$ cat src/rtl/uncache_axi_ctrl.sv
// Uncached load/store sequencer: accepts one decoder request at a time and issues
// a single-beat AXI3 read or write for it, returning data or completion to the pipe.
module uncache_axi_ctrl #(
  parameter int unsigned       ID_W   = 4,
  parameter logic [ID_W-1:0]   AXI_ID = ID_W'(2)
) (
  input  logic            clk,
  input  logic            rst,
  input  logic            req_valid,
  input  logic            req_op,
  input  logic [19:0]     req_tag,
  input  logic [7:0]      req_index,
  input  logic [3:0]      req_offset,
  input  logic [3:0]      req_wstrb,
  input  logic [31:0]     req_wdata,
  input  logic [2:0]      req_arsize,
  input  logic [2:0]      req_awsize,
  input  logic            req_cancel,
  output logic            addr_ok,
  output logic            data_ok,
  output logic [31:0]     rdata_o,
  output logic [ID_W-1:0] arid,
  output logic [31:0]     araddr,
  output logic [3:0]      arlen,
  output logic [2:0]      arsize,
  output logic [1:0]      arburst,
  output logic [1:0]      arlock,
  output logic [3:0]      arcache,
  output logic [2:0]      arprot,
  output logic            arvalid,
  input  logic            arready,
  input  logic [31:0]     rdata,
  input  logic            rvalid,
  input  logic            rlast,
  input  logic [1:0]      rresp,
  output logic            rready,
  output logic [ID_W-1:0] awid,
  output logic [31:0]     awaddr,
  output logic [3:0]      awlen,
  output logic [2:0]      awsize,
  output logic [1:0]      awburst,
  output logic [1:0]      awlock,
  output logic [3:0]      awcache,
  output logic [2:0]      awprot,
  output logic            awvalid,
  input  logic            awready,
  output logic [ID_W-1:0] wid,
  output logic [31:0]     wdata,
  output logic [3:0]      wstrb,
  output logic            wlast,
  output logic            wvalid,
  input  logic            wready,
  input  logic            bvalid,
  output logic            bready
);

  typedef enum logic [2:0] {
    S_IDLE, S_AR, S_R, S_AW_W, S_B, S_DONE
  } state_t;

  state_t      r_state;
  state_t      w_next;
  logic [31:0] r_addr;
  logic [31:0] r_wdata;
  logic [3:0]  r_wstrb;
  logic [2:0]  r_size;
  logic [31:0] r_rdata;
  logic        r_aw_done;
  logic        r_w_done;
  logic        r_cancel;

  logic        w_aw_hs;
  logic        w_w_hs;
  logic        w_r_last_hs;
  logic        w_cancel;
  logic        w_unused;

  assign w_aw_hs     = awvalid & awready;
  assign w_w_hs      = wvalid & wready;
  assign w_r_last_hs = rready & rvalid & rlast;
  // A flush arriving in the same cycle as the read beat must already block the capture.
  assign w_cancel    = r_cancel | req_cancel;
  assign w_unused    = ^rresp;

  // NOTE: state uses <= so every register samples pre-edge values together.
  always_ff @(posedge clk or posedge rst) begin
    if (rst) begin
      r_state   <= S_IDLE;
      r_addr    <= '0;
      r_wdata   <= '0;
      r_wstrb   <= '0;
      r_size    <= '0;
      r_rdata   <= '0;
      r_aw_done <= 1'b0;
      r_w_done  <= 1'b0;
      r_cancel  <= 1'b0;
    end else begin
      r_state <= w_next;
      if (addr_ok) begin
        r_addr    <= {req_tag, req_index, req_offset};
        r_wdata   <= req_wdata;
        r_wstrb   <= req_wstrb;
        r_size    <= req_op ? req_awsize : req_arsize;
        r_aw_done <= 1'b0;
        r_w_done  <= 1'b0;
        r_cancel  <= 1'b0;
      end else if (r_state != S_IDLE && req_cancel) begin
        r_cancel <= 1'b1;
      end
      if (w_aw_hs) r_aw_done <= 1'b1;
      if (w_w_hs)  r_w_done  <= 1'b1;
      if (w_r_last_hs && !w_cancel) r_rdata <= rdata;
    end
  end

  // NOTE: defaults first so no path leaves an output unassigned (no latch).
  always_comb begin
    w_next  = r_state;
    addr_ok = 1'b0;
    data_ok = 1'b0;
    arvalid = 1'b0;
    rready  = 1'b0;
    awvalid = 1'b0;
    wvalid  = 1'b0;
    bready  = 1'b0;
    case (r_state)
      S_IDLE: begin
        addr_ok = req_valid & ~req_cancel;
        if (addr_ok) w_next = req_op ? S_AW_W : S_AR;
      end
      S_AR: begin
        arvalid = 1'b1;
        if (arready) w_next = S_R;
      end
      S_R: begin
        rready = 1'b1;
        if (rvalid && rlast) w_next = S_DONE;
      end
      S_AW_W: begin
        awvalid = ~r_aw_done;
        wvalid  = ~r_w_done;
        if ((r_aw_done || awready) && (r_w_done || wready)) w_next = S_B;
      end
      S_B: begin
        bready = 1'b1;
        if (bvalid) w_next = S_DONE;
      end
      S_DONE: begin
        data_ok = ~r_cancel;
        w_next  = S_IDLE;
      end
      default: w_next = S_IDLE;
    endcase
  end

  assign rdata_o = r_rdata;

  assign arid    = AXI_ID;
  assign araddr  = r_addr;
  assign arsize  = r_size;
  assign arlen   = 4'h0;
  assign arburst = 2'b01;
  assign arlock  = 2'b00;
  assign arcache = 4'h0;
  assign arprot  = 3'h0;

  assign awid    = AXI_ID;
  assign awaddr  = r_addr;
  assign awsize  = r_size;
  assign awlen   = 4'h0;
  assign awburst = 2'b01;
  assign awlock  = 2'b00;
  assign awcache = 4'h0;
  assign awprot  = 3'h0;

  assign wid     = AXI_ID;
  assign wdata   = r_wdata;
  assign wstrb   = r_wstrb;
  assign wlast   = wvalid;

endmodule

$ cat config.mk
export PLATFORM = sky130hd
export DESIGN_NAME = uncache_axi_ctrl
export DESIGN_NICKNAME = d
export VERILOG_FILES = /design/src/rtl/uncache_axi_ctrl.sv
export SDC_FILE = /design/constraint.sdc
export NUM_CORES = 1
export LEC_CHECK = 0
export CAP_MARGIN = 20
export CORE_AREA = 2 2 121 123
export CTS_CLUSTER_SIZE = 30
export DETAILED_ROUTE_END_ITERATION = 16
export DIE_AREA = 0 0 123 125
export HOLD_SLACK_MARGIN = 0.1
export PLACE_DENSITY = 0.77
export RECOVER_POWER = 100
export SYNTH_ARGS = -nofsm -noshare
export SYNTH_HDL_FRONTEND = slang
export SYNTH_SLANG_ARGS = --single-unit
$ cat constraint.sdc
create_clock -name clk -period 6.95 [get_ports clk]
set_input_delay 1.39 -clock clk [delete_from_list [all_inputs] [get_ports clk]]
set_output_delay 1.39 -clock clk [all_outputs]
set_load 0.02 [all_outputs]
After elaboration in Yosys (flattened, before gate mapping)
Index checks and enable logic that the tools add are counted.

word-level totals
  bits in registers = 109
  input bits = 119
  output and inout port bits = 188
  word-level logic and storage cells = 62

operators by class
  eq/ne operators = 10
  muxes and demuxes = 20
  bitwise operators = 10
  reductions and logical operators = 13

operators by type and width
  cell                                                 number
  2-to-1 mux 3 bit                                     6
  case mux 3 bit (5 select lines)                      1
  2-to-1 mux 1 bit                                     12
  != test 2 bit, second input constant                 5
  equality test 3 x 2 -> 1 bit, second input constant  2
  equality test 3 bit, second input constant           2
  nonzero test 2 bit                                   3
  bitwise AND 1 bit                                    5
  AND reduction 5 bit                                  1
  logical AND 1 bit                                    4
  NOT 1 bit                                            4
  equality test 3 x 1 -> 1 bit, second input constant  1
  logical NOT 3 bit                                    1
  nonzero test 3 bit                                   1
  logical OR 1 bit                                     2
  2-to-1 mux 2 bit                                     1
  logical NOT 1 bit                                    1
  bitwise OR 1 bit                                     1

Depth between registers and ports, before layout
  depth in word-level cells = 5
  depth in mapped cells = 7
  depth with buffers taken out = 4

Worst setup path after synthesis
OpenSTA, ideal clock, no wires.

  kind = input to output
  from = in req_cancel
  to = out addr_ok
  arrival = 2472 ps
  data required time = 5560 ps
  slack = 3088 ps
  stages on the path = 6
  path buffers = 3
  cells stage by stage = nand2b_1 > or4_4 > buf_6 > buf_6 > buf_6 > inv_1

on the way
  cells in the longest elaborated chain, start to end = 3

RTL lines
  what                RTL line  text
  start: declaration  18        input logic req_cancel,
  NOT 1 bit           128       addr_ok = req_valid & ~req_cancel;
  bitwise AND 1 bit   128
  2-to-1 mux 1 bit    126       case (r_state)
  end: declaration    19        output logic addr_ok,

Every way passes these cells.

Final worst setup path
Ends and elaborated chain as after synthesis.

==> impl_metrics.prom <==
# TYPE chip_impl_metric gauge
chip_impl_info{name="whs_endpoint",value="wdata[4]$_DFFE_PP0P_"} 1
chip_impl_metric{name="final_util",unit="%"} 52.1
chip_impl_metric{name="placement_cell_area",unit="µm²"} 7230
chip_impl_metric{name="drtAntennaViolNets",unit=""} 0
chip_impl_metric{name="post_route_cells_drive_above_1_share",unit="%"} 16.9
chip_impl_metric{name="total_switching_power",unit="mW"} 1.26
chip_impl_metric{name="r2r_slack",unit="ns"} 4.05
chip_impl_info{name="worst_r2r_endpoint",value="wdata[5]$_DFFE_PP0P_"} 1
chip_impl_metric{name="port_buffers",unit=""} 262
chip_impl_metric{name="dr.pass1.iters",unit=""} 3
chip_impl_metric{name="cts.hold.buffers_added",unit=""} 0
chip_impl_metric{name="synth_seq_area_share",unit="%"} 55.8
chip_impl_metric{name="period_needed",unit="ns"} 4.74
chip_impl_metric{name="pwr-share-seq",unit="%"} 34.3
chip_impl_metric{name="global_route.overflow_total",unit=""} 0
chip_impl_metric{name="hold_path_depth",unit=""} 1
chip_impl_metric{name="grt_util_all_layers",unit="%"} 15.0
chip_impl_metric{name="post_synth.cell_area_avg",unit="µm²"} 14.2
chip_impl_metric{name="numClockSinks",unit=""} 109
chip_impl_metric{name="power.share.combinational",unit="%"} 51.2
chip_impl_metric{name="grt_start_max_net_pins",unit=""} 77
chip_impl_metric{name="design.die.area",unit="µm²"} 15400
chip_impl_metric{name="netlist_instances",unit=""} 345
chip_impl_info{name="cts-root-buf",value="sky130_fd_sc_hd__clkbuf_16"} 1
chip_impl_metric{name="cts_setup_buffers",unit=""} 0
chip_impl_metric{name="placement_rows",unit=""} 44
chip_impl_metric{name="ir_drop",unit="mV"} 0.191
chip_impl_metric{name="core_area",unit="µm²"} 14200
chip_impl_metric{name="cp_data_arrival_time",unit="ns"} 3.35
chip_impl_metric{name="grt_antenna_before_repair",unit=""} 0
chip_impl_info{name="cts_tree",value="built"} 1
chip_impl_info{name="violations",value="max-capacitance violations, max-slew violations"} 1
chip_impl_metric{name="yosysUniqueCellTypes",unit=""} 27
chip_impl_metric{name="wl",unit="µm"} 11400
chip_impl_metric{name="initialDrtViolationCount",unit=""} 74
chip_impl_metric{name="critical_path_peak_fanout",unit=""} 3
chip_impl_metric{name="timing.fmax",unit="MHz"} 211
chip_impl_metric{name="timing_hold_violations_final",unit=""} 0
chip_impl_metric{name="fin_nets",unit=""} 688
chip_impl_info{name="worstSetupPathType",value="in2out"} 1
chip_impl_metric{name="worst_slack",unit="ns"} 2.21
chip_impl_metric{name="p_int",unit="mW"} 1.98
chip_impl_info{name="worstPathCellList",value="dlygate4sd3_1, nand2b_1, or4_1, inv_1, dlygate4sd3_1"} 1
chip_impl_metric{name="ys.warnings.count",unit=""} 0
chip_impl_metric{name="clk-insertion-delay-late",unit="ns"} 0.34
chip_impl_metric{name="maxSlewViolCount",unit=""} 166
chip_impl_metric{name="cts_max_level",unit=""} 3
chip_impl_metric{name="first_global_vias",unit=""} 3484
chip_impl_metric{name="place_congestion",unit=""} 0.716
chip_impl_metric{name="pin_count",unit=""} 307
chip_impl_metric{name="p_sw_share",unit="%"} 38.8
chip_impl_metric{name="avgRoutedWirePerCell",unit="µm"} 15.1
chip_impl_metric{name="power.total",unit="mW"} 3.24
chip_impl_metric{name="antenna_cells_inserted",unit=""} 0
chip_impl_info{name="startpoint_type",value="input port"} 1
chip_impl_metric{name="vias_per_cell",unit=""} 4.37
chip_impl_info{name="most_common_cell_after_layout_fill_and_taps_aside",value="sky130_fd_sc_hd__dlygate4sd3_1"} 1
chip_impl_metric{name="finalInstanceArea",unit="µm²"} 7400
chip_impl_metric{name="slowest_stage_delay_on_critical_path",unit="ns"} 0.68
chip_impl_metric{name="layout.filler_cells",unit=""} 1246
chip_impl_metric{name="dp_hpwl",unit="µm"} 8880
chip_impl_metric{name="clock_path_buffers",unit=""} 2
chip_impl_info{name="run_status",value="complete, but fails checks"} 1
chip_impl_metric{name="die_w",unit="µm"} 123
chip_impl_metric{name="worst-slew-pin-transition",unit="ns"} 2.34
chip_impl_metric{name="post-route-period-util",unit="%"} 68.2
chip_impl_metric{name="via_count",unit=""} 3311
chip_impl_metric{name="drt_drc_violations_left",unit=""} 0
chip_impl_info{name="grt_setup_unrepaired",value="false"} 1
chip_impl_metric{name="worst_ep_required",unit="ns"} 5.56
chip_impl_metric{name="power_density",unit="nW/µm²"} 437
chip_impl_metric{name="leakagePower",unit="nW"} 3.44
chip_impl_metric{name="cts.reportedPaths.clkPinSlew",unit="ns"} 0.07
chip_impl_info{name="reg2reg_launch_point",value="r_state[0]$_DFFE_PP0P_"} 1
chip_impl_metric{name="dp_slack",unit="ns"} 2.43
chip_impl_metric{name="finalSetupViolCount",unit=""} 0
chip_impl_metric{name="max-slew-margin-rel",unit="%"} -57.2
chip_impl_metric{name="cap_violations",unit=""} 3
chip_impl_info{name="endpoint_kind",value="output port"} 1
chip_impl_metric{name="syn2layout_area_growth",unit="%"} 51.4
chip_impl_metric{name="clock_power_share",unit="%"} 14.5
chip_impl_info{name="hold_path.startpoint",value="wdata[4]$_DFFE_PP0P_"} 1
chip_impl_metric{name="initial_core_util",unit="%"} 34.4
chip_impl_metric{name="grt_pass1_wl",unit="µm"} 18000
chip_impl_metric{name="flop_and_latch_count_out_of_synthesis",unit=""} 109
chip_impl_metric{name="worst_r2r_path_depth",unit=""} 3
chip_impl_metric{name="cts.repair.resized",unit=""} 0
chip_impl_metric{name="clock_skew_after_layout",unit="ns"} 0.00722
chip_impl_metric{name="cts-buffers-inserted",unit=""} 9
chip_impl_info{name="layout_common_cells",value="sky130_fd_sc_hd__dlygate4sd3_1 (149), sky130_fd_sc_hd__clkdlybuf4s50_1 (113), sky130_fd_sc_hd__dfrtp_1 (109)"} 1
chip_impl_metric{name="synth_area",unit="µm²"} 4890
chip_impl_info{name="crit_path_top_delay_cell",value="sky130_fd_sc_hd__dlygate4sd3_1"} 1
chip_impl_metric{name="final.setup.tns",unit="ns"} 0
chip_impl_metric{name="die_h",unit="µm"} 125
chip_impl_info{name="min_path_type",value="reg2reg"} 1
chip_impl_info{name="cpMostUsedCell",value="sky130_fd_sc_hd__dlygate4sd3_1"} 1
[flip-flops by register name, indices dropped and copies added (netlist names)]
signal,cells
r_w_done,1
araddr,32
arsize,3
r_cancel,1
r_state,3
r_aw_done,1
wstrb,4
wdata,32
rdata_o,32
[routing by layer]
metal,vias up,wire length (µm),track usage (%),part of all wire (%)
met3,7,1120,6.16,9.8
met1,1629,4100,16.3,36
li1,1509,-,-,-
met2,166,6090,26.8,53
met4,0,144,3.48,1.3
met5,-,0,0,0
[how the worst max path moves through the flow]
| stage | endpoint | cells after the start | startpoint |
|---|---|---|---|
| floorplan | araddr[0]$_DFFE_PP0P_ | 1 | rst |
| global placement | addr_ok | 5 | req_cancel |
| detailed placement | addr_ok | 5 | req_cancel |
| CTS | addr_ok | 5 | req_cancel |
| global route | rdata_o[4]$_DFFE_PP0P_ | 3 | rst |
| finish | addr_ok | 5 | req_cancel |
[cell families (layout without fill, tap and decap cells)]
family                 Yosys count  count (layout)  share of synthesized area (%)
muxes                          104             104                           25.5
DFF                            109             109                           55.8
and+or+nand+nor                 20              20                           2.17
other                            2              42                          0.154
AOI/OAI and AO/OA               15              15                           2.05
buffers and inverters           95             284                           14.4
[power by group through the flow]
stage | Clock, mW | Combinational, mW | Sequential [mW]
floorplan | 0 | 0.759 | 1.45
global placement | 0 | 1.86 | 1.12
detailed placement | 0 | 1.88 | 1.14
CTS | 0.491 | 1.88 | 1.14
global route | 0.520 | 1.76 | 1.15
finish | 0.471 | 1.66 | 1.11
[Yosys cell counts]
cell type                   instances  share of area (%)
sky130_fd_sc_hd__clkbuf_1           1              0.077
sky130_fd_sc_hd__nor2b_1            1               0.13
sky130_fd_sc_hd__mux2i_1            3               0.61
sky130_fd_sc_hd__dfrtp_1          109                 56
sky130_fd_sc_hd__nor3b_1            2               0.31
sky130_fd_sc_hd__o22ai_1            1               0.13
sky130_fd_sc_hd__o211ai_1           1               0.15
sky130_fd_sc_hd__a22o_1             2               0.36
sky130_fd_sc_hd__or4_4              1               0.23
sky130_fd_sc_hd__a2111oi_0          1               0.18
sky130_fd_sc_hd__or2_2              1               0.13
sky130_fd_sc_hd__a21o_1             1               0.15
sky130_fd_sc_hd__mux2_2            80                 18
sky130_fd_sc_hd__nand4_1            1               0.13
sky130_fd_sc_hd__mux2_4            21                6.4
sky130_fd_sc_hd__inv_1              3               0.23
sky130_fd_sc_hd__nor2_1             5               0.38
sky130_fd_sc_hd__nand2b_1           1               0.13
sky130_fd_sc_hd__o221ai_1           2               0.36
sky130_fd_sc_hd__buf_6              6                1.4
sky130_fd_sc_hd__buf_2              7               0.72
sky130_fd_sc_hd__nand2_1            7               0.54
sky130_fd_sc_hd__o21ai_0            6               0.61
sky130_fd_sc_hd__buf_4             78                 12
sky130_fd_sc_hd__conb_1             2               0.15
sky130_fd_sc_hd__nor4bb_1           1               0.20
sky130_fd_sc_hd__a21oi_1            1               0.10
[critical path: cells and delay by family]
| family | cells | cell delay, ns |
|---|---|---|
| buf+inv | 3 | 1.32 |
| simple gates | 2 | 0.65 |
[stage by stage]
stage	hold WS [ns]	cells
floorplan	0.496	385
global placement	0.488	742
detailed placement	0.495	742
CTS	0.510	758
global route	0.508	758
finish	0.485	758
[cell type report]
type	instances	area, µm²	area share, %
flip-flops and latches	109	2730	36.8
repair buffers	265	2640	35.6
multi-input cells	181	1530	20.6
inverters	3	12.5	0.169
clock inverters	5	36.3	0.490
clock buffers	11	233	3.14
well taps	184	230	3.11
No activity file was read; power rests on OpenSTA's default activity.
